`config.mk`:
```
export PLATFORM = sky130hd
export DESIGN_NAME = ifu_lsu_mem_arb
export DESIGN_NICKNAME = d
export VERILOG_FILES = /design/src/rtl/ifu_lsu_mem_arb.sv
export SDC_FILE = /design/constraint.sdc
export NUM_CORES = 1
export LEC_CHECK = 0
export BUFFER_PORTS_ARGS = -buffer_cell sky130_fd_sc_hd__buf_2
export CORE_AREA = 2 2 108 110
export DETAILED_ROUTE_END_ITERATION = 8
export DIE_AREA = 0 0 110 112
export PLACE_DENSITY_LB_ADDON = 0.08
export SYNTH_ARGS = -nofsm -noshare
export SYNTH_HDL_FRONTEND = slang
export SYNTH_SLANG_ARGS = --single-unit
```
`constraint.sdc`:
```
create_clock -name clk -period 1.4 [get_ports clk]
set_input_delay 0.07 -clock clk [delete_from_list [all_inputs] [get_ports clk]]
set_output_delay 0.07 -clock clk [all_outputs]
set_load 0.05 [all_outputs]
```
`src/rtl/ifu_lsu_mem_arb.sv`:
```
// Shares one memory port between the IFU fetch and LSU load/store channels, one transaction in flight.
// Optional round-robin arbitration via `ARB_ROUND_ROBIN_EN (default: LSU wins simultaneous requests).
module ifu_lsu_mem_arb #(
    parameter int AW = 32,
    parameter int DW = 32
) (
    input  logic            clk,
    input  logic            rst,

    input  logic            ifu_req_valid,
    output logic            ifu_req_ready,
    input  logic [AW-1:0]   ifu_req_addr,
    output logic            ifu_rsp_valid,
    input  logic            ifu_rsp_ready,
    output logic [DW-1:0]   ifu_rsp_rdata,

    input  logic            lsu_req_valid,
    output logic            lsu_req_ready,
    input  logic [AW-1:0]   lsu_req_addr,
    input  logic            lsu_req_wen,
    input  logic [DW-1:0]   lsu_req_wdata,
    input  logic [DW/8-1:0] lsu_req_wmask,
    output logic            lsu_rsp_valid,
    input  logic            lsu_rsp_ready,
    output logic [DW-1:0]   lsu_rsp_rdata,

    output logic            mem_req_valid,
    input  logic            mem_req_ready,
    output logic [AW-1:0]   mem_req_addr,
    output logic            mem_req_wen,
    output logic [DW-1:0]   mem_req_wdata,
    output logic [DW/8-1:0] mem_req_wmask,
    input  logic            mem_rsp_valid,
    output logic            mem_rsp_ready,
    input  logic [DW-1:0]   mem_rsp_rdata
);

    typedef enum logic [1:0] {
        IDLE     = 2'd0,
        WAIT_IFU = 2'd1,
        WAIT_LSU = 2'd2
    } state_t;

    state_t      state_q;
    state_t      state_d;
    logic        lock_vld;
    logic        lock_own;
    logic        grant_lsu;
    logic        any_vld;
    logic        idle;
    logic        req_hs;
    logic [15:0] ifu_txn_cnt;
    logic [15:0] lsu_txn_cnt;

`ifdef ARB_ROUND_ROBIN_EN
    logic        last_own;
`endif

    assign any_vld = ifu_req_valid | lsu_req_valid;
    assign idle    = (state_q == IDLE);
    assign req_hs  = idle & any_vld & mem_req_ready;

    // grant_lsu: 1 = LSU owns the port, 0 = IFU
    always_comb begin
        grant_lsu = lsu_req_valid;
        if (lock_vld) begin
            grant_lsu = lock_own;
        end else if (ifu_req_valid && lsu_req_valid) begin
`ifdef ARB_ROUND_ROBIN_EN
            grant_lsu = ~last_own;
`else
            grant_lsu = 1'b1;
`endif
        end
    end

    assign ifu_rsp_rdata = mem_rsp_rdata;
    assign lsu_rsp_rdata = mem_rsp_rdata;

    always_comb begin
        state_d       = state_q;
        mem_req_valid = 1'b0;
        mem_req_addr  = '0;
        mem_req_wen   = 1'b0;
        mem_req_wdata = '0;
        mem_req_wmask = '0;
        ifu_req_ready = 1'b0;
        lsu_req_ready = 1'b0;
        mem_rsp_ready = 1'b0;
        ifu_rsp_valid = 1'b0;
        lsu_rsp_valid = 1'b0;
        case (state_q)
            IDLE: begin
                mem_req_valid = any_vld;
                if (grant_lsu && lsu_req_valid) begin
                    mem_req_addr  = lsu_req_addr;
                    mem_req_wen   = lsu_req_wen;
                    mem_req_wdata = lsu_req_wdata;
                    mem_req_wmask = lsu_req_wmask;
                end else if (!grant_lsu && ifu_req_valid) begin
                    mem_req_addr  = ifu_req_addr;
                end
                // Ready is only offered while a request is actually being presented
                ifu_req_ready = any_vld & ~grant_lsu & mem_req_ready;
                lsu_req_ready = any_vld &  grant_lsu & mem_req_ready;
                if (req_hs) begin
                    state_d = grant_lsu ? WAIT_LSU : WAIT_IFU;
                end
            end
            WAIT_IFU: begin
                mem_rsp_ready = ifu_rsp_ready;
                ifu_rsp_valid = mem_rsp_valid;
                if (mem_rsp_valid && ifu_rsp_ready) begin
                    state_d = IDLE;
                end
            end
            WAIT_LSU: begin
                mem_rsp_ready = lsu_rsp_ready;
                lsu_rsp_valid = mem_rsp_valid;
                if (mem_rsp_valid && lsu_rsp_ready) begin
                    state_d = IDLE;
                end
            end
            default: state_d = IDLE;
        endcase
    end

    always_ff @(posedge clk or posedge rst) begin
        if (rst) begin
            state_q     <= IDLE;
            lock_vld    <= 1'b0;
            lock_own    <= 1'b0;
            ifu_txn_cnt <= 16'd0;
            lsu_txn_cnt <= 16'd0;
        end else begin
            state_q     <= state_d;
            ifu_txn_cnt <= ifu_txn_cnt + {15'd0, req_hs & ~grant_lsu};
            lsu_txn_cnt <= lsu_txn_cnt + {15'd0, req_hs &  grant_lsu};
            // Freeze the grant while a presented request is stalled by memory
            if (req_hs) begin
                lock_vld <= 1'b0;
            end else if (idle && any_vld && !mem_req_ready) begin
                lock_vld <= 1'b1;
                lock_own <= grant_lsu;
            end
        end
    end

`ifdef ARB_ROUND_ROBIN_EN
    always_ff @(posedge clk or posedge rst) begin
        if (rst) begin
            last_own <= 1'b1;
        end else if (req_hs) begin
            last_own <= grant_lsu;
        end
    end
`endif

endmodule

```
==> flow_results.org, run 1 <==
** Die
- Die W :: ~110 um
- Effective utilization at floorplan :: around an eighth
- Ports placed on the boundary :: 280
- The floorplan has 39 rows.
- Die outline area :: about 12000 um2
- Die height :: 112 um
- Core footprint :: 11200 um2

** Global route
- For this run, the total global-route usage over all layers was measured as a little under a tenth.
- The first global-routing pass estimated 9.07 mm of wire.
- Via count of the first global-routing pass :: ~1800
- Entering global routing, the biggest net connects 35 pins.
- The initial antenna violation count was 0.
- Total grt overflow :: 0

** Synth
- During synthesis, Yosys emitted a total of 0 warnings.
- For this run, the leading register cell type out of synthesis is sky130_fd_sc_hd__dfrtp_1.
- Mapped Area :: 1390 um2
- Portion of synthesized cell area occupied by the leading cell type :: between 30% and 40%
- Sorting the synthesized cells by how often they occur yields 64 x sky130_fd_sc_hd__buf_4, 39 x sky130_fd_sc_hd__and2_1, 31 x sky130_fd_sc_hd__a22o_1.
- In this run, synthesis inferred 0 flip-flops with an integrated enable.
- Synthesis inferred 4 register bits.
- By area the synthesized netlist is led by sky130_fd_sc_hd__buf_4 35%, sky130_fd_sc_hd__a22o_1 20%, sky130_fd_sc_hd__and2_1 18%.
- By instance count, the leading cell after synthesis is sky130_fd_sc_hd__buf_4.
- Per-instance average area after synthesis :: between 7 and 8 um2
- Post-synthesis instance total :: 178
- Async S/R FF share, synth :: 100%
- Counting distinct cell types in the post-synthesis netlist gives 26.
- The largest total area in the synthesized netlist belongs to sky130_fd_sc_hd__buf_4.
- Summing the sequential cell areas from Yosys gives 7.21% of the chip area.
- The number of nets handed over by synthesis was approximately 320.

** Routing
- The first routing iteration left 29 violations.
- The detail route stage leaves a number of antenna-violating nets equal to 0.
- After detailed routing, the number of remaining DRC violations is 0.
- Routed vias/inst :: ~3.8
- Per-cell routed wire length :: roughly 14 um
- Vias :: approximately 1800
- Total routed wirelength :: roughly 6.5 mm
- The first detailed-routing pass took 4 iterations.

** STA
- Setup violations remaining at the end of the flow were counted as slightly below 80.
- Time the final worst path needs with I/O delays and setup :: 1800 ps
- Final Worst Setup Slack :: -396 ps
- Fin Setup TNS :: -24570 ps
- Static timing analysis puts the maximum clock frequency at approximately 560 MHz.
- Between clock sinks in the finished design, the worst skew comes to approximately 1.1 ps.
- Worst slew margin relative to its limit :: about 83%
- Number of max-slew violations in the final report :: 0
- Final count of hold timing violations :: 0
- The worst path uses 128% of the clock period.
- For the pin with the worst max-slew slack, the measured transition is around 260 ps.
- Setup repair after global routing missed its margin :: yes

** Power
- Total power consumption of the routed design :: between 8 and 9 mW
- Summed over all nets, the switching power comes to about 4.1 mW.
- The share of total power dissipated in the clock network is under 10%.
- Dividing total power by cell area gives a power density of around 2300 nW/um2.
- Power share of the sequential group :: 2.6%
- Per report_power, the combinational group accounts for between 90% and 100% of the total.
- In this run switching power makes up 49.0% of total power.
- P_int :: 4.29 mW
- Across the VDD grid, the largest voltage drop is 0.00101 V.
- Reported leakage power :: roughly 1.8 nW

** Finish
- Once layout is complete, the utilization of the core stands at 32.2%.
- Final standard cell area without fillers :: between 3000 and 4000 um2
- After filler insertion, the fill cell instance count of the layout stands at 1131.
- 0 antenna diodes ended up in the layout.
- The multi-input combinational cells in the finished layout cover a total of roughly 1200 um2.
- Post-synthesis to final-layout area growth :: 159%
- Summing all flip-flop and latch instances after layout gives between 100 and 150 um2.
- Fraction of final layout cells with drive strength greater than 1 :: between 90% and 100%
- Net total in the final layout :: between 400 and 500

** Placed design
- Area after detailed placement :: 2460 um2
- At the end of routability-driven placement, the weighted congestion stood at 0.716.
- Post-detail-place hpwl :: approximately 4.8 mm
- During placement, the flow inserted port buffers numbering approximately 180.
- Before CTS, the worst setup slack after placement is -272 ps.

** Outcome
- Outcome :: finished, violations left
- Violated checks :: setup timing

** Setup path
- Worst Path Max Fanout :: 5
- STA classifies the critical path startpoint as a flip-flop.
- At the worst endpoint, the required time is around 1300 ps.
- Endpoint kind of the worst setup timing path :: output port
- Worst path arrival time :: between 1500 and 2000 ps
- The critical path is of the flip-flop to output port type.

** CTS
- Clock-pin slew was measured on the worst setup and hold paths at ~30 ps.
- In this run the number of H-tree levels came out at 1.
- TritonCTS created 3 clock buffers.
- For the worst-skew pair, the clock arrives at the later sink with an insertion delay of roughly 220 ps.
- TritonCTS built the clock tree.
- Number of clock sinks :: 4
- Clock root cell :: sky130_fd_sc_hd__clkbuf_16
- Max clock buf depth :: 2

** Min path
- Worst hold path type :: input pin to flip-flop

** Flow run
- Max-cap violations in this run came to 0.
logic make-up after synthesis:
group | count (synthesis) | synth area share, %
buffers and inverters | 80 | 42.1
AND/OR/NAND/NOR | 46 | 19.8
AO/OA/AOI/OAI | 43 | 26.6
flip-flops | 4 | 7.21
adder cells (fa/ha/maj) | 3 | 2.71
multiplexers | 2 | 1.53
cells in the final DEF, fill, tap and decap left out, types with 2 or more instances in the layout:
cell	synthesis	final
sky130_fd_sc_hd__buf_2	1	108
sky130_fd_sc_hd__buf_8	3	71
sky130_fd_sc_hd__and2_4	0	39
sky130_fd_sc_hd__a22o_4	0	32
sky130_fd_sc_hd__buf_4	64	14
sky130_fd_sc_hd__buf_6	1	13
sky130_fd_sc_hd__clkbuf_16	0	6
sky130_fd_sc_hd__inv_1	5	3
sky130_fd_sc_hd__ha_4	0	3
sky130_fd_sc_hd__dfrtp_1	4	3
sky130_fd_sc_hd__buf_12	0	3
sky130_fd_sc_hd__o21a_1	2	2
sky130_fd_sc_hd__nand2_1	3	2
sky130_fd_sc_hd__inv_2	0	2
sky130_fd_sc_hd__o32ai_1	2	2
sky130_fd_sc_hd__nor2_4	0	2
sky130_fd_sc_hd__buf_16	0	2
stage by stage:
stage / hold WS, ps / std cells
2_1_floorplan: -164 / 178
4_1_cts: 133 / 457
5_1_grt: 140 / 465
3_5_place_dp: -28.4 / 443
3_3_place_gp: -27.2 / 443
6_report: 133 / 465
final cells by class:
type | instances | area share, %
Multi-Input combinational cell | 94 | 32.3
Tap cell | 143 | 4.97
Timing Repair Buffer | 215 | 57.2
Sequential cell | 4 | 2.82
Clock buffer | 4 | 2.19
Inverter | 5 | 0.522
critical path: stages (launching register included):
cell	delay, ps
sky130_fd_sc_hd__dfrtp_1	370
sky130_fd_sc_hd__inv_2	60
sky130_fd_sc_hd__ha_4	170
sky130_fd_sc_hd__buf_4	140
sky130_fd_sc_hd__and3_4	220
sky130_fd_sc_hd__clkbuf_16	180
sky130_fd_sc_hd__a22o_4	220
sky130_fd_sc_hd__buf_8	150
final timing paths:
kind	from	end	slack, ps	cells after the start
setup / recovery	state_q[1]$_DFFE_PP0P_	mem_req_addr[25]	-400	7
hold / removal	mem_req_ready	lock_own$_DFFE_PP0P_	130	3
setup reg to reg	state_q[0]$_DFFE_PP0P_	state_q[0]$_DFFE_PP0P_	-130	8
hold reg to reg	lock_vld$_DFFE_PP0P_	lock_vld$_DFFE_PP0P_	650	2
max in group asynchronous	rst	lock_vld$_DFFE_PP0P_	930	3
min in group asynchronous	rst	state_q[0]$_DFFE_PP0P_	290	3
flip-flops by register name, summed over array words and instances (netlist names):
signal,count
lock_own,1
lock_vld,1
state_q,2
layer usage:
layer / wire, um / share of wire, % / GRT usage [%] / vias to the layer above
li1: - / - / - / 841
met1: 2090 / 32 / 8.81 / 801
met2: 3680 / 56 / 19.4 / 106
met3: 772 / 12 / 2.28 / 2
met4: 4 / 0.061 / 1.01 / 0
met5: 0 / 0 / 0 / -
power by group through the flow:
stage          clock network (mW)  registers [mW]  logic [mW]
2_1_floorplan                   0           0.225        4.89
3_3_place_gp                    0           0.222        5.50
5_1_grt                     0.480           0.228        8.07
4_1_cts                     0.469           0.221        7.36
3_5_place_dp                    0           0.223        5.46
6_report                    0.464           0.222        7.73
repair_timing:
action | CTS | global route
pin swaps | 3 | 18
cloned | 2 | 4
hold buffers | 1 | 0
setup buffers | 8 | 5
gates resized for setup | 233 | 12
endpoints found under the hold margin | 4 | 0
endpoints found under the setup margin | 77 | 77
No activity file was read; power rests on OpenSTA's default activity.
==> run 2, diff against run 1 <==
--- a/config.mk
+++ b/config.mk
@@ -10,6 +10,7 @@
 export DETAILED_ROUTE_END_ITERATION = 8
 export DIE_AREA = 0 0 110 112
 export PLACE_DENSITY_LB_ADDON = 0.08
+export SKIP_CTS_REPAIR_TIMING = 1
 export SYNTH_ARGS = -nofsm -noshare
 export SYNTH_HDL_FRONTEND = slang
 export SYNTH_SLANG_ARGS = --single-unit
==> run 2 against run 1 <==
The run still ends with setup timing left. Setup slack improved by 29 ps. Die area did not move. Maximum frequency rose by 1.6%. Sequential share of layout area barely moved. Sequential power barely moved. Hold slack barely moved. Sequential cell count did not move. Wire length rose by 5.2%. Clock-buffer cell count did not move. First-iteration DRC count rose by 21%. Design area fell by 1.0%. Critical path depth did not move. Largest power group unchanged.
==> flow_results.org, run 2 (synthesis gave the netlist of run 1 again) <==
** Global route
- Total grt overflow :: 0
- Entering global routing, the biggest net connects 36 pins.
- Antenna violations before repair :: 0
- Overall Global Routing Usage :: approximately 7.9%
- First-pass GRT wire length :: a little under 8 mm
- The via count of the first global-routing pass was between 1500 and 2000.

** Placed design
- Post-detail-place hpwl :: a little under 5 mm
- Placed Cells incl. Taps :: roughly 440
- Buffers placed on the I/O ports in this run total about 180.
- Area after detailed placement :: ~2500 um2
- Routability congestion estimate :: 0.716

** Setup path
- Worst path arrival time :: roughly 1700 ps
- Type of the worst setup path :: flip-flop to output port
- Worst Path Max Fanout :: 11
- The worst setup path is launched from a flip-flop.
- Slowest Stage Delay on Critical Path :: approximately 360 ps
- The slowest stage of the critical path is the sky130_fd_sc_hd__dfrtp_1 cell.
- Endpoint kind of the worst setup timing path :: output port
- Walking the worst path, the cells encountered are inv_2 -> ha_4 -> buf_4 -> and3_4 -> buf_12 -> a22o_4 -> buf_6.
- Worst Path Required :: between 1000 and 1500 ps

** Die
- Die outline area :: 12300 um2
- In this run the vertical extent of the chip is around 110 um.
- Ports placed on the boundary :: 280
- The total area inside the core boundary comes to 11200 um2.
- Effective utilization at floorplan :: about an eighth
- The die is roughly 110 um wide.
- Core Rows :: 39

** Power
- Net switching power :: just over 4 mW
- P_int :: about 4.2 mW
- Summed over all cells, the static leakage comes to roughly 1.8 nW.
- Sequential cells account for around 2.6% of the total power.
- Power density over the cells :: ~2300 nW/um2
- Net switching is about half of the power.
- Combinational share of power :: ~92%
- Total power consumption of the routed design :: 8.36 mW
- Fraction of power consumed by the clock network :: 5.5%
- Worst IR drop on VDD :: between 0.001 and 0.0015 V

** STA
- Final Worst Setup Slack :: -367 ps
- Number of max-slew violations in the final report :: 0
- Headroom to the max-slew limit came out at between 80% and 90%.
- Final Cycle Share :: 126%
- Setup repair after global routing could not meet its margin everywhere.
- Setup violations remaining at the end of the flow were counted as 77.
- At the pin with the least slew margin, the transition time is ~280 ps.
- Static timing analysis puts the maximum clock frequency at about 570 MHz.
- The final hold violation count was 0.
- Time the final worst path needs with I/O delays and setup :: around 1800 ps
- Post-Route Skew :: roughly 1.1 ps

** Finish
- Biggest register :: state_q
- The register with the most flip-flops in the layout has 2 of them.
- Highest-count cells in the layout ignoring fill and taps :: 108 x sky130_fd_sc_hd__buf_2, 58 x sky130_fd_sc_hd__buf_8, 38 x sky130_fd_sc_hd__and2_4
- At the end of the flow, the number of nets in the layout was between 400 and 500.
- At the end of the flow the core is filled with cells to about a third.
- In the final layout, the registers with the most flip-flops are state_q: 2 flops, lock_own: 1 flops, lock_vld: 1 flops.
- Number of diodes :: 0
- For this run, the number of standard cells in the final layout without fillers is ~470.
- Fraction of final layout cells with drive strength greater than 1 :: 93.8%
- Summing all non-filler instances in the final layout gives an area of 3560 um2.
- The library cell used most frequently in the layout, excluding fill and tap cells, is sky130_fd_sc_hd__buf_2.
- Post-synthesis to final-layout area growth :: 157%

** CTS
- In this run the number of H-tree levels came out at 1.
- The clock passes through at most 2 buffers.
- Later-pin clock latency in the skew report :: approximately 220 ps
- After clock tree synthesis, the clock-pin slew on the worst setup and hold paths is ~30 ps.
- Clock root cell :: sky130_fd_sc_hd__clkbuf_16
- TritonCTS built the clock tree.
- Number of buffers created by CTS :: 3
- CTS saw 4 sinks.

** Routing
- Router iterations before antenna repair :: 4
- Per-cell routed wire length :: 14.8 um
- Routed vias/inst :: around 3.8
- Antenna Violating Nets Remaining :: 0
- In the routed design, unresolved DRC markers number 0.
- Number of DRC markers after the initial detailed-route iteration :: 35
- The final layout contains routed wiring with a total length of approximately 6.9 mm.
- Vias :: 1772

** Outcome
- The checks that failed: setup timing.
- The run finished, with violations left.

** Flow run
- Maxcap violations :: 0

** Min path
- Worst hold path type :: input pin to flip-flop
-- run 2: power groups by stage --
stage	logic [mW]	registers, mW	clock network [mW]
after floorplan	4.89	0.225	0
after global placement	5.50	0.222	0
after detailed placement	5.46	0.223	0
after CTS	5.47	0.223	0.469
after global routing	8.01	0.227	0.480
final	7.68	0.220	0.464
-- run 2: path summary, 6_finish.rpt --
path	endpoint	slack, ps	startpoint	cells past startpoint
min reg2reg	lock_vld$_DFFE_PP0P_	650	lock_vld$_DFFE_PP0P_	2
min	lock_own$_DFFE_PP0P_	130	mem_req_ready	3
min in group asynchronous	state_q[0]$_DFFE_PP0P_	290	rst	3
max	mem_req_addr[23]	-370	state_q[1]$_DFFE_PP0P_	7
max reg2reg	state_q[0]$_DFFE_PP0P_	-150	state_q[1]$_DFFE_PP0P_	7
max in group asynchronous	lock_vld$_DFFE_PP0P_	940	rst	3
-- run 2: metrics by stage --
stage               TNS (ps)  hold WS (ps)  setup slack (ps)
floorplan              -1200          -164              -115
global placement      -15290         -27.2              -257
detailed placement    -16560         -28.4              -272
CTS                   -34880          -263              -521
global route          -28620           140              -415
finish                -24510           133              -367
-- run 2: critical path: cells and delay by family (launching register included) --
kind            cells  cell delay (ps)
fa+ha+maj           1              170
flops               1              360
buf+inv             4              510
compound gates      1              230
simple gates        1              200
-- run 2: final cells by class --
class	count	area, um2
Sequential cell	4	101
Fill cell	1135	7610
Timing Repair Buffer	216	2020
Tap cell	143	179
Inverter	5	18.8
Multi-Input combinational cell	94	1160
Clock buffer	4	78.8
-- run 2: routing by layer --
| layer | wire, um | GRT usage, % | up-vias |
|---|---|---|---|
| met4 | 4 | 0.928 | 0 |
| met3 | 760 | 2.17 | 2 |
| met1 | 2370 | 7.61 | 820 |
| met2 | 3750 | 16.5 | 104 |
| met5 | 0 | 0 | - |
| li1 | - | - | 846 |
==> run 3, diff against run 2 <==
--- a/config.mk
+++ b/config.mk
@@ -7,10 +7,10 @@
 export LEC_CHECK = 0
 export BUFFER_PORTS_ARGS = -buffer_cell sky130_fd_sc_hd__buf_2
 export CORE_AREA = 2 2 108 110
+export CTS_BUF_LIST = sky130_fd_sc_hd__clkbuf_8
 export DETAILED_ROUTE_END_ITERATION = 8
 export DIE_AREA = 0 0 110 112
 export PLACE_DENSITY_LB_ADDON = 0.08
-export SKIP_CTS_REPAIR_TIMING = 1
 export SYNTH_ARGS = -nofsm -noshare
 export SYNTH_HDL_FRONTEND = slang
 export SYNTH_SLANG_ARGS = --single-unit
==> constraint.sdc (replaced) <==
create_clock -name clk -period 1.4 [get_ports clk]
set_input_delay 0.42 -clock clk [delete_from_list [all_inputs] [get_ports clk]]
set_output_delay 0.42 -clock clk [all_outputs]
set_load 0.05 [all_outputs]
==> run 3 against run 2 <==
The flow still finishes with violations (setup timing). Die area is the same. Non-clock buffer count rose by 1. Core utilization grew 0.30 points. Largest cell class unchanged.
==> flow_results.org, run 3 (synthesis gave the netlist of run 1 again) <==
** Die
- Core footprint :: roughly 11000 um2
- Die W :: ~110 um
- The floorplan step defined a die boundary enclosing roughly 12000 um2.
- Effective utilization at floorplan :: 12.4%
- For this design the top-level I/O count stands at 280.
- The die is approximately 110 um tall.
- Core Rows :: 39

** Global route
- Largest net degree at the start of global routing :: 26
- Antenna violations before repair :: 0
- Via count of the first global-routing pass :: about 1800
- First-pass GRT wire length :: roughly 9.3 mm
- Overall Global Routing Usage :: about a tenth
- Total grt overflow :: 0

** Setup path
- The slowest stage of the critical path is the sky130_fd_sc_hd__dfrtp_1 cell.
- Slowest Stage Delay on Critical Path :: 380 ps
- STA classifies the critical path startpoint as a flip-flop.
- Endpoint kind of the worst setup timing path :: output port
- STA puts the critical path data arrival time at around 1700 ps.
- CP cell instances :: inv_2 -> ha_4 -> nand2_4 -> a21oi_4 -> buf_12 -> clkbuf_16 -> and2_4 -> buf_8
- Type of the worst setup path :: flip-flop to output port
- Of all nets on the critical path, the largest fanout is 6.
- Worst Path Required :: slightly below 1000 ps

** Finish
- Fraction of final layout cells with drive strength greater than 1 :: between 90% and 100%
- The largest registers in the layout are state_q: 2 flops, lock_own: 1 flops, lock_vld: 1 flops.
- The library cell used most frequently in the layout, excluding fill and tap cells, is sky130_fd_sc_hd__buf_2.
- Largest register FFs :: 2
- Leaving out fill and tap cells, the most frequent cells in the layout are 108 x sky130_fd_sc_hd__buf_2, 74 x sky130_fd_sc_hd__buf_8, 39 x sky130_fd_sc_hd__and2_4.
- Post-synthesis to final-layout area growth :: 159%
- Biggest register :: state_q
- Net total in the final layout :: around 470
- Measured on the finished design, the core utilization comes to approximately 32%.
- Post-route insts no fill :: approximately 470
- Number of diodes :: 0

** Placed design
- The count of buffers added on input and output ports is roughly 180.
- Post-detail-place hpwl :: ~5 mm
- Post-Place Worst Slack :: -645 ps
- In this run, placement finished with an instance count of 450.
- The congestion estimate from routability-driven global placement came to 0.618.

** Outcome
- The run finished, with violations left.
- Violated checks :: setup timing

** Power
- Dividing total power by cell area gives a power density of around 2300 nW/um2.
- Reported leakage power :: roughly 1.8 nW
- VDD sags by at most roughly 0.0011 V.

** Routing
- The count of nets left with antenna violations once routing finished came out at 0.
- Vias :: approximately 1800
- In the routed design, unresolved DRC markers number 0.
- Per-cell routed wire length :: roughly 15 um
- Routed vias/inst :: 3.80
- Number of DRC markers after the initial detailed-route iteration :: 52
- Router iterations before antenna repair :: 4
- Total routed wirelength :: around 7 mm

** STA
- Timing would allow up to 480 MHz.
- Transition at the pin with the smallest max-transition slack :: ~450 ps
- Worst slew margin relative to its limit :: around 70%
- Setup repair after global routing missed its margin :: yes
- Final setup fails :: 79
- Final Cycle Share :: 149%
- The smallest clock period supported by the final layout is computed as ~2100 ps.
- Tightest hold margin :: around 77 ps
- Final Worst Setup Slack :: -685 ps
- In the final timing run, aggregate negative setup slack is -49420 ps.
- The number of max-slew violations in the final report came to 0.
- Across the routed clock network, the largest skew measured is between 1 and 1.5 ps.
- Final count of hold timing violations :: 0

** CTS
- Max clock buf depth :: 2
- For this design, the sink count on the clock tree is 4.
- # H-tree levels :: 1
- Number of buffers created by CTS :: 3
- TritonCTS built the clock tree.
- Clock-pin slew was measured on the worst setup and hold paths at around 30 ps.
- At the later pin of the worst-skew pair, clock insertion delay measures approximately 220 ps.
- CTS placed an instance of sky130_fd_sc_hd__clkbuf_8 at the clock tree root.

** Flow run
- Maxcap violations :: 0

** Min path
- The worst hold path belongs to the class input pin to asynchronous set/reset pin.
run 3: cell count changes in the layout (fill, tap and decap cells not counted), moves of 3 or more:
| cell | delta |
|---|---|
| sky130_fd_sc_hd__buf_4 | +6 |
| sky130_fd_sc_hd__buf_16 | +4 |
| sky130_fd_sc_hd__buf_6 | -20 |
| sky130_fd_sc_hd__clkbuf_16 | -6 |
| sky130_fd_sc_hd__buf_8 | +16 |
| sky130_fd_sc_hd__clkbuf_8 | +3 |
run 3: final timing paths:
check,from,end,slack (ps),cells after the start
setup / recovery,state_q[0]$_DFFE_PP0P_,mem_req_wdata[30],-680,8
max in group asynchronous,rst,lock_vld$_DFFE_PP0P_,1160,2
hold / removal,rst,lock_own$_DFFE_PP0P_,80,2
min in group clk,lock_vld$_DFFE_PP0P_,lock_vld$_DFFE_PP0P_,570,1
setup reg to reg,state_q[0]$_DFFE_PP0P_,state_q[0]$_DFFE_PP0P_,-400,7
hold reg to reg,lock_vld$_DFFE_PP0P_,lock_vld$_DFFE_PP0P_,570,1
run 3: layout make-up:
cell class	instances	area, um2
clock buffer	3	41.3
fill	1158	7580
multi-input combinational	94	1160
clock inverter	1	3.75
inverter	5	18.8
timing repair buffer	217	2090
tap	143	179
sequential	4	101
run 3: layer usage:
layer,up-vias,share of wire (%),GRT usage (%)
li1,845,-,-
met1,813,31,9.74
met2,107,56,18.9
met3,11,11,2.81
met4,0,1.2,2.95
met5,-,0,0
run 3: critical path: cells and delay by family (launching register included):
family | cells | cell delay (ps)
simple gates | 2 | 190
compound gates | 1 | 150
fa+ha+maj | 1 | 160
buf+inv | 4 | 560
flops | 1 | 380
run 3: per-stage QoR:
step                      cell area [um2]  total power [mW]
final                                3600              8.35
after global routing                 3600              8.75
after CTS                            3360              7.88
after detailed placement             2500              5.75
after global placement               2500              5.79
after floorplan                      1820              5.11
run 3: power breakdown:
group,total (mW),leakage [nW],internal [mW],switching [mW]
clock network,0.257,0.0269,0.188,0.0695
logic,7.86,1.74,3.84,4.02
registers,0.232,0.0471,0.173,0.0591
run 3: repair_timing:
| item | in CTS | in global routing |
|---|---|---|
| gates resized for setup | 206 | 40 |
| setup buffers | 6 | 4 |
| pin swaps | 5 | 11 |
| setup endpoints to repair | 77 | 79 |
| hold buffers | 0 | 0 |
| cloned | 3 | 3 |
